### config.mk
export PLATFORM = sky130hd
export DESIGN_NAME = sc_metadata_arbiter_flat
export DESIGN_NICKNAME = d
export VERILOG_FILES = /design/src/rtl/sc_metadata_arbiter_if.sv /design/src/rtl/sc_metadata_arbiter.sv /design/src/flat_wrapper.sv
export SDC_FILE = /design/constraint.sdc
export NUM_CORES = 2
export LEC_CHECK = 0
export ABC_AREA = 1
export BUFFER_PORTS_ARGS = -buffer_cell sky130_fd_sc_hd__buf_2
export CORE_ASPECT_RATIO = 1.4
export CORE_MARGIN = 3
export CORE_UTILIZATION = 40
export DETAILED_ROUTE_END_ITERATION = 16
export PLACE_DENSITY = 0.6
export SYNTH_ARGS = -nofsm -noshare
export SYNTH_HDL_FRONTEND = slang
export SYNTH_SLANG_ARGS = --single-unit
### constraint.sdc
create_clock -name clk -period 23.2 [get_ports clk]
set_input_delay 2.32 -clock clk [delete_from_list [all_inputs] [get_ports clk]]
set_output_delay 2.32 -clock clk [all_outputs]
set_load 0.01 [all_outputs]
### src/rtl/sc_metadata_arbiter_if.sv
// Bus bundle between the note-metadata requesters, the metadata ROM and the
// arbiter. The arbiter uses the slave modport; the requester/ROM side uses master.
interface sc_metadata_arbiter_if #(
  parameter int PTR_W = 8
);
  logic                 pause;
  logic                 restart;
  logic [36:0]          metadata_request;
  logic                 rom_en;
  logic [6+PTR_W-1:0]   rom_addr;
  logic [15:0]          rom_data;
  logic [37*16-1:0]     metadata_link;
  logic [36:0]          metadata_available;

  modport slave (
    input  pause, restart, metadata_request, rom_data,
    output rom_en, rom_addr, metadata_link, metadata_available
  );

  modport master (
    output pause, restart, metadata_request, rom_data,
    input  rom_en, rom_addr, metadata_link, metadata_available
  );
endinterface

### src/rtl/sc_metadata_arbiter.sv
// Note-metadata fetch arbiter: 37 lanes share one fixed-latency metadata ROM.
// One read per cycle, fully pipelined; each lane keeps its own note pointer
// and a registered copy of the last metadata word fetched for it.
// Build option: define SC_ARB_FIXED_PRIO_EN for fixed priority (lowest lane
// wins); default build is round-robin.
module sc_metadata_arbiter #(
  parameter int ROM_LATENCY = 2,
  parameter int PTR_W       = 8
) (
  input logic                  clk,
  input logic                  reset,
  sc_metadata_arbiter_if.slave bus
);

  localparam int NL = 37;
  localparam int LW = 6;

  logic                  rom_en_q;
  logic [LW+PTR_W-1:0]   rom_addr_q;
  logic [NL*16-1:0]      link_q;
  logic [NL-1:0]         avail_q;
  logic [NL-1:0]         inflight_q;
  logic [PTR_W-1:0]      ptr_q [NL];
  logic [ROM_LATENCY-1:0] pv_q;
  logic [LW-1:0]         pl_q [ROM_LATENCY];

  logic [NL-1:0]         elig;
  logic                  grant_vld;
  logic [LW-1:0]         grant_lane;
  logic [LW-1:0]         start_lane;

`ifdef SC_ARB_FIXED_PRIO_EN
  assign start_lane = '0;
`else
  logic [LW-1:0]         rr_start_q;
  assign start_lane = rr_start_q;
`endif

  assign bus.rom_en             = rom_en_q;
  assign bus.rom_addr           = rom_addr_q;
  assign bus.metadata_link      = link_q;
  assign bus.metadata_available = avail_q;

  // Pick the first eligible lane scanning upward from start_lane with wrap.
  always_comb begin
    logic [6:0] sum;
    logic [5:0] idx;
    sum        = '0;
    idx        = '0;
    grant_vld  = 1'b0;
    grant_lane = '0;
    // A lane whose pulse is showing this cycle sits out one cycle so a
    // requester has time to drop its request.
    elig = bus.metadata_request & ~inflight_q & ~avail_q;
    if (!bus.pause && !bus.restart) begin
      for (int i = 0; i < NL; i++) begin
        sum = {1'b0, start_lane} + 7'(i);
        if (sum >= 7'(NL)) sum = sum - 7'(NL);
        idx = sum[5:0];
        if (!grant_vld && elig[idx]) begin
          grant_vld  = 1'b1;
          grant_lane = idx;
        end
      end
    end
  end

  // Grant issue, read pipeline, completion writeback and pointer state.
  always_ff @(posedge clk or negedge reset) begin
    if (!reset) begin
      rom_en_q   <= 1'b0;
      rom_addr_q <= '0;
      link_q     <= '0;
      avail_q    <= '0;
      inflight_q <= '0;
      pv_q       <= '0;
      for (int k = 0; k < ROM_LATENCY; k++) pl_q[k] <= '0;
      for (int n = 0; n < NL; n++) ptr_q[n] <= '0;
`ifndef SC_ARB_FIXED_PRIO_EN
      rr_start_q <= '0;
`endif
    end else if (bus.restart) begin
      // Restart wins over pause and over a completion landing this cycle;
      // the link contents are deliberately kept.
      rom_en_q   <= 1'b0;
      avail_q    <= '0;
      inflight_q <= '0;
      pv_q       <= '0;
      for (int n = 0; n < NL; n++) ptr_q[n] <= '0;
`ifndef SC_ARB_FIXED_PRIO_EN
      rr_start_q <= '0;
`endif
    end else begin
      avail_q <= '0;
      // rom_en_q is the issue stage; the shift register then covers the ROM latency.
      pv_q[0] <= rom_en_q;
      pl_q[0] <= rom_addr_q[PTR_W +: LW];
      for (int k = 1; k < ROM_LATENCY; k++) begin
        pv_q[k] <= pv_q[k-1];
        pl_q[k] <= pl_q[k-1];
      end
      if (pv_q[ROM_LATENCY-1]) begin
        link_q[{pl_q[ROM_LATENCY-1], 4'b0000} +: 16] <= bus.rom_data;
        avail_q[pl_q[ROM_LATENCY-1]]    <= 1'b1;
        inflight_q[pl_q[ROM_LATENCY-1]] <= 1'b0;
      end
      rom_en_q <= grant_vld;
      if (grant_vld) begin
        rom_addr_q             <= {grant_lane, ptr_q[grant_lane]};
        ptr_q[grant_lane]      <= ptr_q[grant_lane] + 1'b1;
        inflight_q[grant_lane] <= 1'b1;
`ifndef SC_ARB_FIXED_PRIO_EN
        rr_start_q <= (grant_lane == LW'(NL - 1)) ? '0 : grant_lane + 1'b1;
`endif
      end
    end
  end

endmodule

### src/flat_wrapper.sv
// flat-port wrapper written by rule: the top's interface ports become plain ports
module sc_metadata_arbiter_flat 
#(
  parameter int ROM_LATENCY = 2,
  parameter int PTR_W       = 8
)
  (clk, reset, bus_pause, bus_restart, bus_metadata_request, bus_rom_data, bus_rom_en, bus_rom_addr, bus_metadata_link, bus_metadata_available);
  sc_metadata_arbiter_if #(.PTR_W(PTR_W)) bus_i ();
  input logic clk;
  input logic reset;
  input wire logic [$bits(bus_i.pause)-1:0] bus_pause;
  input wire logic [$bits(bus_i.restart)-1:0] bus_restart;
  input wire logic [$bits(bus_i.metadata_request)-1:0] bus_metadata_request;
  input wire logic [$bits(bus_i.rom_data)-1:0] bus_rom_data;
  output wire logic [$bits(bus_i.rom_en)-1:0] bus_rom_en;
  output wire logic [$bits(bus_i.rom_addr)-1:0] bus_rom_addr;
  output wire logic [$bits(bus_i.metadata_link)-1:0] bus_metadata_link;
  output wire logic [$bits(bus_i.metadata_available)-1:0] bus_metadata_available;
  assign bus_i.pause = bus_pause;
  assign bus_i.restart = bus_restart;
  assign bus_i.metadata_request = bus_metadata_request;
  assign bus_i.rom_data = bus_rom_data;
  assign bus_rom_en = bus_i.rom_en;
  assign bus_rom_addr = bus_i.rom_addr;
  assign bus_metadata_link = bus_i.metadata_link;
  assign bus_metadata_available = bus_i.metadata_available;
  sc_metadata_arbiter #(.ROM_LATENCY(ROM_LATENCY), .PTR_W(PTR_W)) u_core (.clk(clk), .reset(reset), .bus(bus_i));
endmodule
# --- Word level (Yosys, flattened, before mapping) ---
# Cells that the tools add are included.
classes:
  eq_ne: 1
  order_cmp: 80
  bitwise: 9
  n_addsub: 76
  muxes: 284
  n_shift: 2
  n_reduce_logical: 81
ops:
  columns: ["operator", "n"]
  rows:
  - ["2-to-1 mux 6 bit", 115]
  - ["bitwise mux 592 bit", 1]
  - ["2-to-1 mux 296 bit", 2]
  - ["variable shift 16 x 12 -> 592 bit (first input constant)", 1]
  - ["variable part select 16 x 12 -> 592 bit", 1]
  - ["bitwise mux 296 bit", 1]
  - ["< comparator 6 x 7 -> 1 bit (second input constant)", 39]
  - ["greater-or-equal comparator 7 x 6 -> 1 bit (second input constant)", 36]
  - ["binary-select mux 1 bit (select 6 bit)", 37]
  - ["2-to-1 mux 37 bit", 6]
  - ["subtractor 6 bit (second input constant)", 37]
  - ["2-to-1 mux 1 bit", 114]
  - ["adder 6 x 5 -> 7 bit (second input constant)", 16]
  - ["AND 37 bit", 3]
  - ["inverter 37 bit", 3]
  - ["adder 6 x 4 -> 7 bit (second input constant)", 8]
  - ["binary-select mux 8 bit (select 6 bit)", 1]
  - ["demux 8 bit (select 6 bit)", 1]
  - ["logical AND 1 bit", 40]
  - ["zero test 1 bit", 38]
  - ["bitwise OR 37 bit", 1]
  - ["adder 6 x 6 -> 7 bit (second input constant)", 5]
  - ["adder 6 x 3 -> 7 bit (second input constant)", 4]
  - ["2-to-1 mux 8 bit", 3]
  - ["other kinds (16)", 20]
word_totals:
  regBits: 997

# --- Longest topological paths before layout ---
logic_depth:
  word_depth: 159
  mapped_depth: 76
  ltp_nobuf: 67

# --- Least setup slack after synthesis ---
# Ideal clock, no wire load.
synth_timing:
  kind: "register to register"
  from: "reg u_core.rr_start_q[0]"
  to: "reg u_core.ptr_q[290] in the netlist's numbering"
  arrival_ns: 8.735
  required_ns: 23.070
  setup_ns: 0.130
  synth_period_minus_slack_ns: 8.865
  slack_ns: 14.335
  path_stages_with_launch: 69
  cell_sequence: "dfrtp_1 > buf_4 > inv_2 > buf_4 > buf_2 > buf_2 > buf_1 > buf_1 > ha_1 > inv_2 > nand3_1 > nand2_1 > nand3_2 > nand2_1 > nand2_2 > buf_6 > nand2_4 > nand2_4 > [33 not listed] > nor2_1 > buf_6 > buf_6 > nand2_1 > o21ai_1 > nor2_1 > nand2_1 > nand2_1 > nand2_1 > nor2_2 > inv_2 > clkbuf_1 > buf_2 > ha_1 > or2_2 > nand2_1 > buf_2 > o22ai_1"
synth_via:
  elab_chain_cells: 159
synth_lines:
  columns: ["element", "line", "text"]
  rows:
  - ["start, declared", "sc_metadata_arbiter.sv:35", "logic [LW-1:0] rr_start_q;"]
  - ["start signal, assigned", "sc_metadata_arbiter.sv:113", "rr_start_q <= (grant_lane == LW'(NL - 1)) ? '0 : grant_lane + 1'b1;"]
  - ["branches (longest 159 deep; another with adder 6 x 1 -> 7 bit)", null, null]
  - ["end signal, assigned by index", "sc_metadata_arbiter.sv:110", "ptr_q[grant_lane] <= ptr_q[grant_lane] + 1'b1;"]
  - ["end, declared", "sc_metadata_arbiter.sv:23", "logic [PTR_W-1:0] ptr_q [NL];"]
# Parallel ways; which one is timed is not known. The select of a mux whose other input is x is not followed.
# A chain may end at the register's enable or synchronous reset.

# --- Worst setup path in the final report ---
layout_timing:
  from: "reg u_core.rr_start_q[1]"
  to: "reg u_core.ptr_q[252] in the netlist's numbering"
# The elaborated chain is that of the path after synthesis.

==> summary.md <==
| Metric | Value |
|---|---|
| Global-route wire length before repair | `501.4 mm` |
| Nets | `9483` |
| Tmin final | `13.62 ns` |
| Worst-path clk slew | `0.07 ns` |
| Fin. Hold Viols | `0` |
| Worst setup margin | `9.577 ns` |
| Number of synthesized flops with an enable pin | `0` |
| Crit path top cell by count | `nand2_1` |
| Chip Width | `341.3 µm` |
| Maximum number of pins on one net before global-route repair | `131` |
| CTS tree | `built` |
| Port buffer count | `700` |
| Largest stage delay, worst path | `0.72 ns` |
| Post-Syn Area | `62970 µm²` |
| Clock Skew | `0.1376 ns` |
| Worst Path Required | `23.81 ns` |
| Crit start category | `register` |
| # fillers | `16111` |
| WP data arrival | `14.24 ns` |
| Synth area leaders | `dfrtp_1 40%, nand2_1 15%, o21ai_0 7.7%, nand3_1 6.4%, inv_1 4.3%` |
| Post-route ant nets | `0` |
| Yosys warns | `0` |
| Placer congestion estimate | `1.072` |
| Die span in y | `475.5 µm` |
| Crit Path Class | `register to register` |
| Initial DRC count | `10146` |
| # IOs | `701` |
| Flop and latch count out of synthesis | `997` |
| Drt pass-1 iters | `9` |
| Slew Limit Headroom | `0.04604` |
| Peak Freq | `73.41 MHz` |
| Clk buf depth | `3` |
| Critical-path maximum fanout | `40` |
| Mapped Cells | `8912` |
| DP Worst Slack | `10.22 ns` |
| Via count | `71225` |
| CTS hold repair buffers | `0` |
| Detailed Route WL | `359.0 mm` |
| Leak pwr | `35.60 nW` |
| Postcts setup bufs | `0` |
| Yosys cell types | `65` |
| Post-synth ARST share | `1.000` |
| Met2 usage | `0.6556` |
| H-tree levels | `3` |
| Gr busiest metal | `met2` |
| GR Overflow Total | `0` |
| Most used DFF post-synth | `dfrtp_1` |
| Most common cell after layout, fill and taps aside | `nand2_1` |
| Syn Nets | `9006` |
| Count of pins over their slew limit | `0` |
| Inst Count DP | `11364` |
| Vias in the first global route | `66080` |
| Measured slew at the worst slew-check pin | `1.416 ns` |
| Area Overhead vs Synth | `14.71%` |
| Non-Filler Instances | `11576` |
| Total track usage | `0.4291` |
| Antenna violations before repair | `52` |
| WL/cell | `31.01 µm` |
| Layout cells sized above 1 | `0.1474` |
| Power Dens Cells | `151.0 nW/µm²` |
| Outcome | `finished clean` |
| DRC | `0` |
| Core footprint | `155800 µm²` |
| Num rows | `171` |
| Critical-path top delay cell | `inv_2` |
| TritonCTS buffer count | `99` |
| Crit share post-route | `0.5872` |
| Starting Density | `0.4043` |
| Peak VDD IR | `0.2969 mV` |
| Via density | `6.153` |
| Mapped Avg Cell Area | `7.066 µm²` |
| Yosys top cell area share | `0.3962` |
| Hold Path Class | `register to register` |
| Unrepaired setup endpoints after global routing | `no` |
| M3 GR Usage | `0.1288` |
| M1 GR Usage | `0.5210` |
| Most frequent cells in the layout | `2463 x nand2_1, 996 x dfrtp_1, 961 x o21ai_0` |
| CP Capture Type | `register` |
| Final setup TNS | `0 ns` |
| Clock sink count | `997` |
| Cell taking the most area after synthesis | `dfrtp_1` |
| Max Cap Viol | `0` |
| Dpl hpwl | `252.1 mm` |
| Final Setup Violations | `0` |
| Clk_lat worst skew | `0.83 ns` |
| Root buffer cell | `clkbuf_16` |
| Register area share after synthesis | `0.3962` |
| Post-CTS Resized | `0` |
| Die Area | `162300 µm²` |
==> worst paths after layout <==
path	depth (start not counted)	slack, ns	end	startpoint
min	2	0.47	u_core.pv_q[1]	u_core.pv_q[0]
max in group asynchronous	5	17.17	u_core.ptr_q[93]	reset
min in group asynchronous	1	1.64	u_core.bus.metadata_link[434]	reset
max reg2reg	57	9.58	u_core.ptr_q[252]	u_core.rr_start_q[1]
max	57	9.58	u_core.ptr_q[252]	u_core.rr_start_q[1]
min reg2reg	2	0.47	u_core.pv_q[1]	u_core.pv_q[0]
==> cell families (layout without fill, tap and decap cells) <==
| kind of cell | after synthesis | after routing | synth area share |
|---|---|---|---|
| buffers and inverters | 1361 | 1921 | 0.08887 |
| muxes | 20 | 20 | 0.003497 |
| adders and majority gates | 37 | 37 | 0.007351 |
| xor gates and xnor gates | 88 | 88 | 0.01307 |
| and+or+nand+nor | 4169 | 4169 | 0.2814 |
| other | 0 | 28 | 0 |
| AOI/OAI and AO/OA | 2240 | 2240 | 0.2096 |
| DFF | 997 | 997 | 0.3962 |
==> power breakdown <==
| part | internal (mW) | switching (mW) | total [mW] |
|---|---|---|---|
| combinational | 1.66 | 5.44 | 7.10 |
| sequential | 1.89 | 0.115 | 2.01 |
| clock | 1.02 | 0.783 | 1.80 |
==> sequential cells by signal, indices dropped and copies added, names as in the netlist <==
signal	cells
u_core.bus.metadata_link	592
u_core.ptr_q	296
u_core.bus.metadata_available	37
u_core.inflight_q	37
u_core.bus.rom_addr	14
u_core.pl_q	12
u_core.rr_start_q	6
u_core.pv_q	2
u_core.bus.rom_en	1
==> area by class of cell <==
| class | count | area, µm² | share of cell area |
|---|---|---|---|
| tap | 2076 | 2597 | 0.03596 |
| timing repair buffer | 923 | 5190 | 0.07185 |
| inverter | 814 | 3058 | 0.04233 |
| sequential | 997 | 24950 | 0.3454 |
| antenna | 28 | 70.07 | 0.0009699 |
| clock inverter | 53 | 855.8 | 0.01185 |
| multi-input combinational | 6554 | 32760 | 0.4535 |
| clock buffer | 131 | 2758 | 0.03817 |
==> layer usage <==
layer / up-vias / part of all wire
li1: 30950 / -
met3: 1338 / 0.11
met1: 34103 / 0.36
met4: 32 / 0.085
met5: - / 0.00057
met2: 4802 / 0.44
==> synthesized netlist by cell type (49+ instances only) <==
cell,n
o31ai_1,104
buf_2,76
nand3_1,808
nand4_1,65
o21a_1,71
nand2_2,49
a21oi_1,334
nor3_1,101
clkinv_1,50
nand2_1,2464
xor2_1,71
clkbuf_1,367
o22ai_1,118
dfrtp_1,997
o21ai_1,151
inv_1,716
nor2_1,544
o21ai_0,971
o211ai_1,285
==> stage by stage <==
| stage | hold slack [ns] | total power, mW | instance area, µm² | util |
|---|---|---|---|---|
| 6_report | 0.4678 | 10.91 | 72240 | 0.4638 |
| 5_1_grt | 0.4866 | 11.39 | 72170 | 0.4633 |
| 4_1_cts | 0.4694 | 10.64 | 72170 | 0.4633 |
| 3_5_place_dp | 0.4542 | 8.835 | 68550 | 0.4401 |
| 3_3_place_gp | 0.4549 | 8.804 | 68550 | 0.4401 |
| 2_1_floorplan | 0.4340 | 6.341 | 62970 | - |
==> critical path: cells and delay by family, from the launching register on <==
family / cells / cell delay [ns]
buffers and inverters: 9 / 3.27
and+or+nand+nor: 41 / 7.37
DFF: 1 / 0.37
AOI/OAI and AO/OA: 5 / 1.32
adders and majority gates: 2 / 1.00
No activity file was read; power rests on OpenSTA's default activity.
